$ cat src/rtl/button_pkg.sv
// Shared definitions for the multi-channel button debouncer: edge-select
// encodings and the default debounce interval (10 ms at 100 MHz).
package button_pkg;

  typedef enum logic [1:0] {
    MODE_FALL = 2'b00,
    MODE_RISE = 2'b01,
    MODE_BOTH = 2'b10,
    MODE_NONE = 2'b11
  } mode_e;

  localparam int DEFAULT_DEBOUNCE_CYCLES = 1000000;

  // Edge-select for a single channel; MODE_NONE masks both pulse kinds.
  function automatic logic sel_pulse(input mode_e m, input logic rise, input logic fall);
    logic res;
    res = 1'b0;
    case (m)
      MODE_FALL: res = fall;
      MODE_RISE: res = rise;
      MODE_BOTH: res = rise | fall;
      default:   res = 1'b0;
    endcase
    return res;
  endfunction

endpackage

$ cat src/rtl/debounce_channel.sv
// One button channel: 2-FF synchroniser, stability counter, debounced level
// and single-cycle rise/fall pulses registered on the same edge as the level.
module debounce_channel
  import button_pkg::*;
#(
  parameter int DEBOUNCE_CYCLES = DEFAULT_DEBOUNCE_CYCLES
) (
  input  logic clk,
  input  logic rst,
  input  logic i_button,
  output logic o_stable,
  output logic o_pulse_rise,
  output logic o_pulse_fall
);

  localparam int CNT_W = $clog2(DEBOUNCE_CYCLES + 1);
  localparam logic [CNT_W-1:0] CNT_LAST = CNT_W'(DEBOUNCE_CYCLES - 1);

  logic             r_sync_p0;
  logic             r_sync_p1;
  logic [CNT_W-1:0] r_cnt_p2;
  logic             r_stable_p2;
  logic             r_rise_p2;
  logic             r_fall_p2;

  logic w_diff;
  logic w_done;

  // A mismatch that has already persisted CNT_LAST cycles is accepted now.
  assign w_diff = r_sync_p1 ^ r_stable_p2;
  assign w_done = w_diff && (r_cnt_p2 == CNT_LAST);

  // p0/p1: metastability chain on the raw asynchronous button level
  always_ff @(posedge clk) begin
    if (rst) begin
      r_sync_p0 <= 1'b0;
      r_sync_p1 <= 1'b0;
    end else begin
      r_sync_p0 <= i_button;
      r_sync_p1 <= r_sync_p0;
    end
  end

  // p2: stability counter, debounced level and edge pulses share one edge
  always_ff @(posedge clk) begin
    if (rst) begin
      r_cnt_p2    <= '0;
      r_stable_p2 <= 1'b0;
      r_rise_p2   <= 1'b0;
      r_fall_p2   <= 1'b0;
    end else begin
      r_rise_p2 <= w_done & r_sync_p1;
      r_fall_p2 <= w_done & ~r_sync_p1;
      if (!w_diff) begin
        r_cnt_p2 <= '0;
      end else if (w_done) begin
        r_stable_p2 <= r_sync_p1;
        r_cnt_p2    <= '0;
      end else begin
        r_cnt_p2 <= r_cnt_p2 + CNT_W'(1);
      end
    end
  end

  assign o_stable     = r_stable_p2;
  assign o_pulse_rise = r_rise_p2;
  assign o_pulse_fall = r_fall_p2;

endmodule

$ cat src/rtl/button_debounce_edge.sv
// Multi-channel button debouncer: N_CH independent debounce channels plus a
// combinational, mode-selected view of their registered edge pulses.
module button_debounce_edge
  import button_pkg::*;
#(
  parameter int N_CH            = 4,
  parameter int DEBOUNCE_CYCLES = DEFAULT_DEBOUNCE_CYCLES
) (
  input  logic            clk,
  input  logic            rst,
  input  logic [N_CH-1:0] button,
  input  logic [1:0]      mode,
  output logic [N_CH-1:0] stable,
  output logic [N_CH-1:0] pulse_fall,
  output logic [N_CH-1:0] pulse_rise,
  output logic [N_CH-1:0] pulse_sel
);

  logic [N_CH-1:0] w_sel;
  mode_e           w_mode;

  assign w_mode = mode_e'(mode);

  for (genvar g = 0; g < N_CH; g++) begin : g_ch
    debounce_channel #(
      .DEBOUNCE_CYCLES(DEBOUNCE_CYCLES)
    ) u_ch (
      .clk         (clk),
      .rst         (rst),
      .i_button    (button[g]),
      .o_stable    (stable[g]),
      .o_pulse_rise(pulse_rise[g]),
      .o_pulse_fall(pulse_fall[g])
    );
  end

  // Mode is applied after the pulse registers so a mode change never creates a pulse.
  always_comb begin
    w_sel = '0;
    for (int i = 0; i < N_CH; i++) begin
      w_sel[i] = sel_pulse(w_mode, pulse_rise[i], pulse_fall[i]);
    end
  end

  assign pulse_sel = w_sel;

endmodule

$ cat config.mk
export PLATFORM = sky130hd
export DESIGN_NAME = button_debounce_edge
export DESIGN_NICKNAME = d
export VERILOG_FILES = /design/src/rtl/button_pkg.sv /design/src/rtl/debounce_channel.sv /design/src/rtl/button_debounce_edge.sv
export SDC_FILE = /design/constraint.sdc
export NUM_CORES = 1
export LEC_CHECK = 0
export CORE_MARGIN = 2
export CORE_UTILIZATION = 30
export CTS_CLUSTER_SIZE = 40
export DETAILED_ROUTE_END_ITERATION = 10
export HOLD_SLACK_MARGIN = 0.12
export PLACE_DENSITY = 0.43
export SKIP_LAST_GASP = 1
export SLEW_MARGIN = 10
export SYNTH_ARGS = -nofsm -noshare
export SYNTH_HDL_FRONTEND = slang
export SYNTH_HIERARCHICAL = 1
export SYNTH_SLANG_ARGS = --single-unit
$ cat constraint.sdc
create_clock -name clk -period 1.7 [get_ports clk]
set_input_delay 0.17 -clock clk [delete_from_list [all_inputs] [get_ports clk]]
set_output_delay 0.17 -clock clk [all_outputs]
set_load 0.1 [all_outputs]
==> results of run 1 <==
==> sequential cells by signal, summed over array words and instances (netlist names) <==
register,flops
g_ch.u_ch/r_cnt_p2,80
g_ch.u_ch/o_stable,4
g_ch.u_ch/r_sync_p1,4
g_ch.u_ch/r_sync_p0,4
g_ch.u_ch/o_pulse_fall,4
g_ch.u_ch/o_pulse_rise,4
==> path summary, 6_finish.rpt <==
check / slack [ns] / to
worst max-delay path: 0.05 / pulse_sel[3]
worst min-delay path: 0.37 / g_ch[2].u_ch/r_sync_p0
worst max register to register: 0.12 / g_ch[3].u_ch/r_cnt_p2[19]
worst min register to register: 0.44 / g_ch[3].u_ch/r_sync_p1
==> area by class of cell <==
class	count	area [um^2]	share of cell area, %
timing repair buffer	68	653	11.2
multi-input combinational	393	2630	44.9
sequential	100	2020	34.5
tap	211	264	4.51
clock buffer	13	260	4.45
inverter	5	18.8	0.321
clock inverter	2	10.0	0.171
==> cells by family (layout without fill, tap and decap cells) <==
| logic type | after synthesis | count (layout) | synth area share [%] |
|---|---|---|---|
| simple gates | 281 | 281 | 34.9 |
| compound gates | 43 | 43 | 6.04 |
| buf+inv | 25 | 88 | 3.58 |
| flops | 100 | 100 | 42.4 |
| xor+xnor | 65 | 65 | 12.1 |
| fa+ha+maj | 4 | 4 | 1.06 |
==> per-layer routing <==
metal	up-vias	wire, um	GRT usage, %
met5	-	0	0
met4	0	216	6.26
met3	13	309	2.23
met2	65	4510	20.2
met1	1765	5300	18.7
li1	1990	-	-
==> per-stage QoR <==
stage	setup WS (ns)	hold slack, ns
5_1_grt	-0.00133	0.386
4_1_cts	0.0484	0.364
3_5_place_dp	0.0484	0.420
3_3_place_gp	0.0668	0.420
2_1_floorplan	0.0989	0.240
6_report	0.0547	0.373
==> power breakdown <==
| group | switching, mW | leakage, nW | total, mW | internal [mW] |
|---|---|---|---|---|
| clock network | 0.870 | 0.135 | 1.93 | 1.06 |
| registers | 0.00771 | 0.813 | 2.36 | 2.35 |
| logic | 0.0533 | 0.947 | 0.0947 | 0.0414 |
==> placed cells by master (no fill, tap or decap), drive strengths merged, types with 3 or more instances in the layout <==
master	count
nand4	40
and2	12
or4	4
dfxtp	100
nor3	12
and3	8
nor2	76
o21ai	16
nor2b	12
clkbuf	13
nor4b	8
nor4	20
buf	61
o31ai	4
nand3	32
xnor2	24
ha	4
clkdlybuf4s50	7
inv	5
nand2	24
o2bb2ai	3
nor3b	4
or3	8
o41ai	4
and4	12
xor2	41
a21oi	15
nand4b	8
==> flow_summary.yaml, run 1 <==
layout:
  fin_nets: 589
  diodes: 0
  stdcell_count: 792
  post-route-util_pct: 38.2
  fin_area_um2: 5850
  syn_to_final_growth_pct: 24.0
  num-fill-cells: 1571
  drive_gt1_share_pct: 22.4
placed_design:
  port_buffers: 23
  routabilityCongestion: 0.809
  dp_cells: 777
  hpwl_um: 7610
  dpl_cell_area_um2: 5560
yosys:
  async_flop_share_pct: 0
  synth_cells: 518
  synth_common_cells: "dfxtp_1, nor2_1, xor2_1, nand4_1, nand3_1"
  yosysWarningCount: 6
  synth_seq_cells: 100
  yosysUniqueCellTypes: 37
  synth_nets: 530
  synth_top_area_share_pct: 42.4
  avgSynthCellArea_um2: 9.11
  synthTopCellsByArea: "dfxtp_1, xor2_1, nor2_1"
  yosysMostFrequentCell: "dfxtp_1"
  yosysTopAreaCell: "dfxtp_1"
  dominantRegCellSynth: "dfxtp_1"
  mappedNetlistArea_um2: 4720
  synth_edf_count: 0
  ys_seq_area_share_pct: 42.4
setup_path:
  crit_slowest_cell: "clkdlybuf4s50_1"
  endpoint_kind: "primary output"
  cp_top_family: "buffers and inverters"
  r2r.worst_path.cells: 4
  startpoint: "mode[1]"
  crit_chain: "clkdlybuf4s50_1 > and2b_2 > o2bb2ai_4 > buf_12"
  worstSetupPathType: "in -> out"
  worstSetupStartpointType: "primary input"
  cpPeakStageDelay_ns: 0.55
  r2r-start: "g_ch[3].u_ch/r_cnt_p2[6]"
  cp.buffers_inverters: 2
  worstPathArrival_ns: 1.48
  path_max_fanout: 5
  path_depth: 4
  worstPathRequired_ns: 1.53
sta:
  period_share_pct: 96.8
  period_needed_ns: 1.65
  tns_ns: 0
  drv_slew: 0
  setup_viol: 0
  max-slew-margin-rel_pct: 75.8
  grt_setup_unrepaired: "true"
  timing_hold_violations_final: 0
  finClkSkew_ns: 0.00365
  timing.fmax_mhz: 608
  max_slew.worst_pin.slew_ns: 0.359
grt:
  grt_overflow_total: 0
  grt_pass1_vias: 3641
  grt_usage_pct: 13.4
  grt_pass1_wl_um: 17900
  grt_max_degree: 33
  grt_antenna_before_repair: 0
drt:
  drt_wl_total_um: 10300
  vias: 3833
  drcViolationCount: 0
  ant_nets: 0
  drt_first_pass_iters: 4
  avgRoutedWirePerCell_um: 13.1
  avgViaCountPerCell: 4.84
  drt-initial-drc-count: 222
power:
  powerDensity_nw_per_um2: 749
  vdd_drop_max_v: 0.000442
  cellLeakagePower_nw: 1.90
  p_total_mw: 4.39
die:
  io_pins: 24
  die_x_um: 129
  rows: 45
  start_util_pct: 30.8
  die_h_um: 129
  dieArea_um2: 16800
  coreArea_um2: 15300
job:
  maxCapViolCount: 0
clocking:
  cts-root-buf: "clkbuf_16"
  cts_setup_buffers: 0
  clkLatencyLatePin_ns: 0.35
  cts_buffer_depth: 2
  ctsResizeCount: 0
  cts_buffers: 9
  cts.sinks: 100
  cts_hold_buffers: 0
  cts_tree: "built"
  clk_pin_slew_ns: 0.06
  htree_levels: 3
worst_hold_path:
  holdPathStages: 2
  hold_path.class: "in -> reg"
  min_from: "button[2]"
run_status:
  outcome: "finished, final reports clean"
No activity file was read; power rests on OpenSTA's default activity.
==> run 2: changes to the inputs <==
--- a/config.mk
+++ b/config.mk
@@ -5,9 +5,10 @@
 export SDC_FILE = /design/constraint.sdc
 export NUM_CORES = 1
 export LEC_CHECK = 0
-export CORE_MARGIN = 2
+export CORE_MARGIN = 3
 export CORE_UTILIZATION = 30
-export CTS_CLUSTER_SIZE = 40
+export CTS_CLUSTER_DIAMETER = 80
+export CTS_CLUSTER_SIZE = 10
 export DETAILED_ROUTE_END_ITERATION = 10
 export HOLD_SLACK_MARGIN = 0.12
 export PLACE_DENSITY = 0.43
==> flow_summary.yaml, run 2 (same netlist as run 1, synthesis figures left out) <==
clocking:
  clk_pin_slew_ns: 0.06
  clkLatencyLatePin_ns: 0.35
  cts_setup_buffers: 0
  ctsResizeCount: 0
  cts.sinks: 100
  cts_buffer_depth: 2
  cts_hold_buffers: 0
  cts_buffers: 9
  cts_tree: "built"
  htree_levels: 3
  cts-root-buf: "clkbuf_16"
die:
  die_x_um: 131
  io_pins: 24
  dieArea_um2: 17300
  rows: 45
  coreArea_um2: 15300
  start_util_pct: 30.8
  die_h_um: 131
worst_hold_path:
  holdPathStages: 2
  min_to: "g_ch[1].u_ch/r_sync_p0"
  min_from: "button[1]"
  hold_path.class: "in -> reg"
grt:
  grt_usage_pct: 12.8
  grt_antenna_before_repair: 0
  grt_pass1_vias: 3697
  grt_overflow_total: 0
  grt_max_degree: 33
  grt_pass1_wl_um: 18200
drt:
  drcViolationCount: 0
  avgRoutedWirePerCell_um: 13.3
  drt-initial-drc-count: 261
  avgViaCountPerCell: 4.86
  drt_wl_total_um: 10500
  vias: 3856
  ant_nets: 0
  drt_first_pass_iters: 6
placed_design:
  dpl_cell_area_um2: 5560
  port_buffers: 23
  routabilityCongestion: 0.769
  place_ws_ns: 0.0852
  dp_cells: 777
  hpwl_um: 7780
setup_path:
  crit_slowest_cell: "clkdlybuf4s50_1"
  cp.buffers_inverters: 2
  worstSetupPathType: "in -> out"
  cpPeakStageDelay_ns: 0.61
  worstPathRequired_ns: 1.53
  path_depth: 4
  crit_chain: "clkdlybuf4s50_1 > and2b_2 > o2bb2ai_4 > buf_12"
  reg2reg_to: "g_ch[0].u_ch/r_cnt_p2[19]"
  cp_top_family: "buffers and inverters"
  path_max_fanout: 5
  startpoint: "mode[1]"
  r2r_slack_ns: 0.11
  endpoint_kind: "primary output"
  r2r-start: "g_ch[0].u_ch/r_cnt_p2[6]"
  worstSetupStartpointType: "primary input"
  r2r.worst_path.cells: 4
  worstPathArrival_ns: 1.45
power:
  power.share.clock_pct: 47.5
  power_switching_mw: 0.951
  p_total_mw: 4.67
  comb_power_share_pct: 1.9
  vdd_drop_max_v: 0.000463
  p_sw_share_pct: 20.4
  seqPwrFrac_pct: 50.6
  cellLeakagePower_nw: 1.91
  powerDensity_nw_per_um2: 793
  p_int_mw: 3.72
layout:
  diodes: 0
  syn_to_final_growth_pct: 24.8
  multi_input_area_um2: 2620
  largest_reg_flops: 80
  layout_common_cells: "dfxtp_1, nor2_1, buf_4"
  final_common_cell: "dfxtp_1"
  drive_gt1_share_pct: 22.2
  post-route-util_pct: 38.5
  ff_latch_area_um2: 2020
  fin_area_um2: 5890
  fin_nets: 589
  num-fill-cells: 1601
  largest_register: "g_ch.u_ch/r_cnt_p2"
  stdcell_count: 793
sta:
  period_share_pct: 95.1
  setup_viol: 0
  timing.fmax_mhz: 618
  max-slew-margin-rel_pct: 73.3
  hold_ws_ns: 0.375
  setup_slack_ns: 0.0830
  timing_hold_violations_final: 0
  max_slew.worst_pin.slew_ns: 0.397
  grt_setup_unrepaired: "false"
  drv_slew: 0
  finClkSkew_ns: 0.00605
  period_needed_ns: 1.62
  tns_ns: 0
run_status:
  outcome: "finished, final reports clean"
job:
  maxCapViolCount: 0
==> run 2: power by group through the flow <==
stage | logic, mW | registers (mW) | clock network, mW
after floorplan | 0.0384 | 2.41 | 0
after global placement | 0.0896 | 2.41 | 0
after detailed placement | 0.0911 | 2.41 | 0
after CTS | 0.0914 | 2.36 | 2.30
after global routing | 0.100 | 2.36 | 2.39
final | 0.0892 | 2.36 | 2.22
==> run 2: layout make-up <==
| class | count | share of cell area, % |
|---|---|---|
| multi-input cells | 393 | 44.5 |
| inverters | 5 | 0.319 |
| well taps | 211 | 4.48 |
| flip-flops and latches | 100 | 34.2 |
| repair buffers | 68 | 11.1 |
| clock inverters | 5 | 1.27 |
| clock buffers | 11 | 4.12 |
==> run 2: how the worst max path moves through the flow <==
stage,endpoint
finish,pulse_sel[3]
global route,g_ch[0].u_ch/o_pulse_fall
CTS,pulse_sel[3]
detailed placement,pulse_sel[3]
global placement,pulse_sel[3]
floorplan,pulse_sel[1]
==> run 2: per-layer routing <==
layer / vias to the layer above / GRT usage [%] / share of wire [%] / wire, um
li1: 1986 / - / - / -
met1: 1811 / 18.4 / 53 / 5570
met2: 49 / 18.5 / 43 / 4490
met3: 10 / 2.37 / 2.8 / 300
met4: 0 / 5.60 / 1.7 / 181
met5: - / 0 / 0 / 0
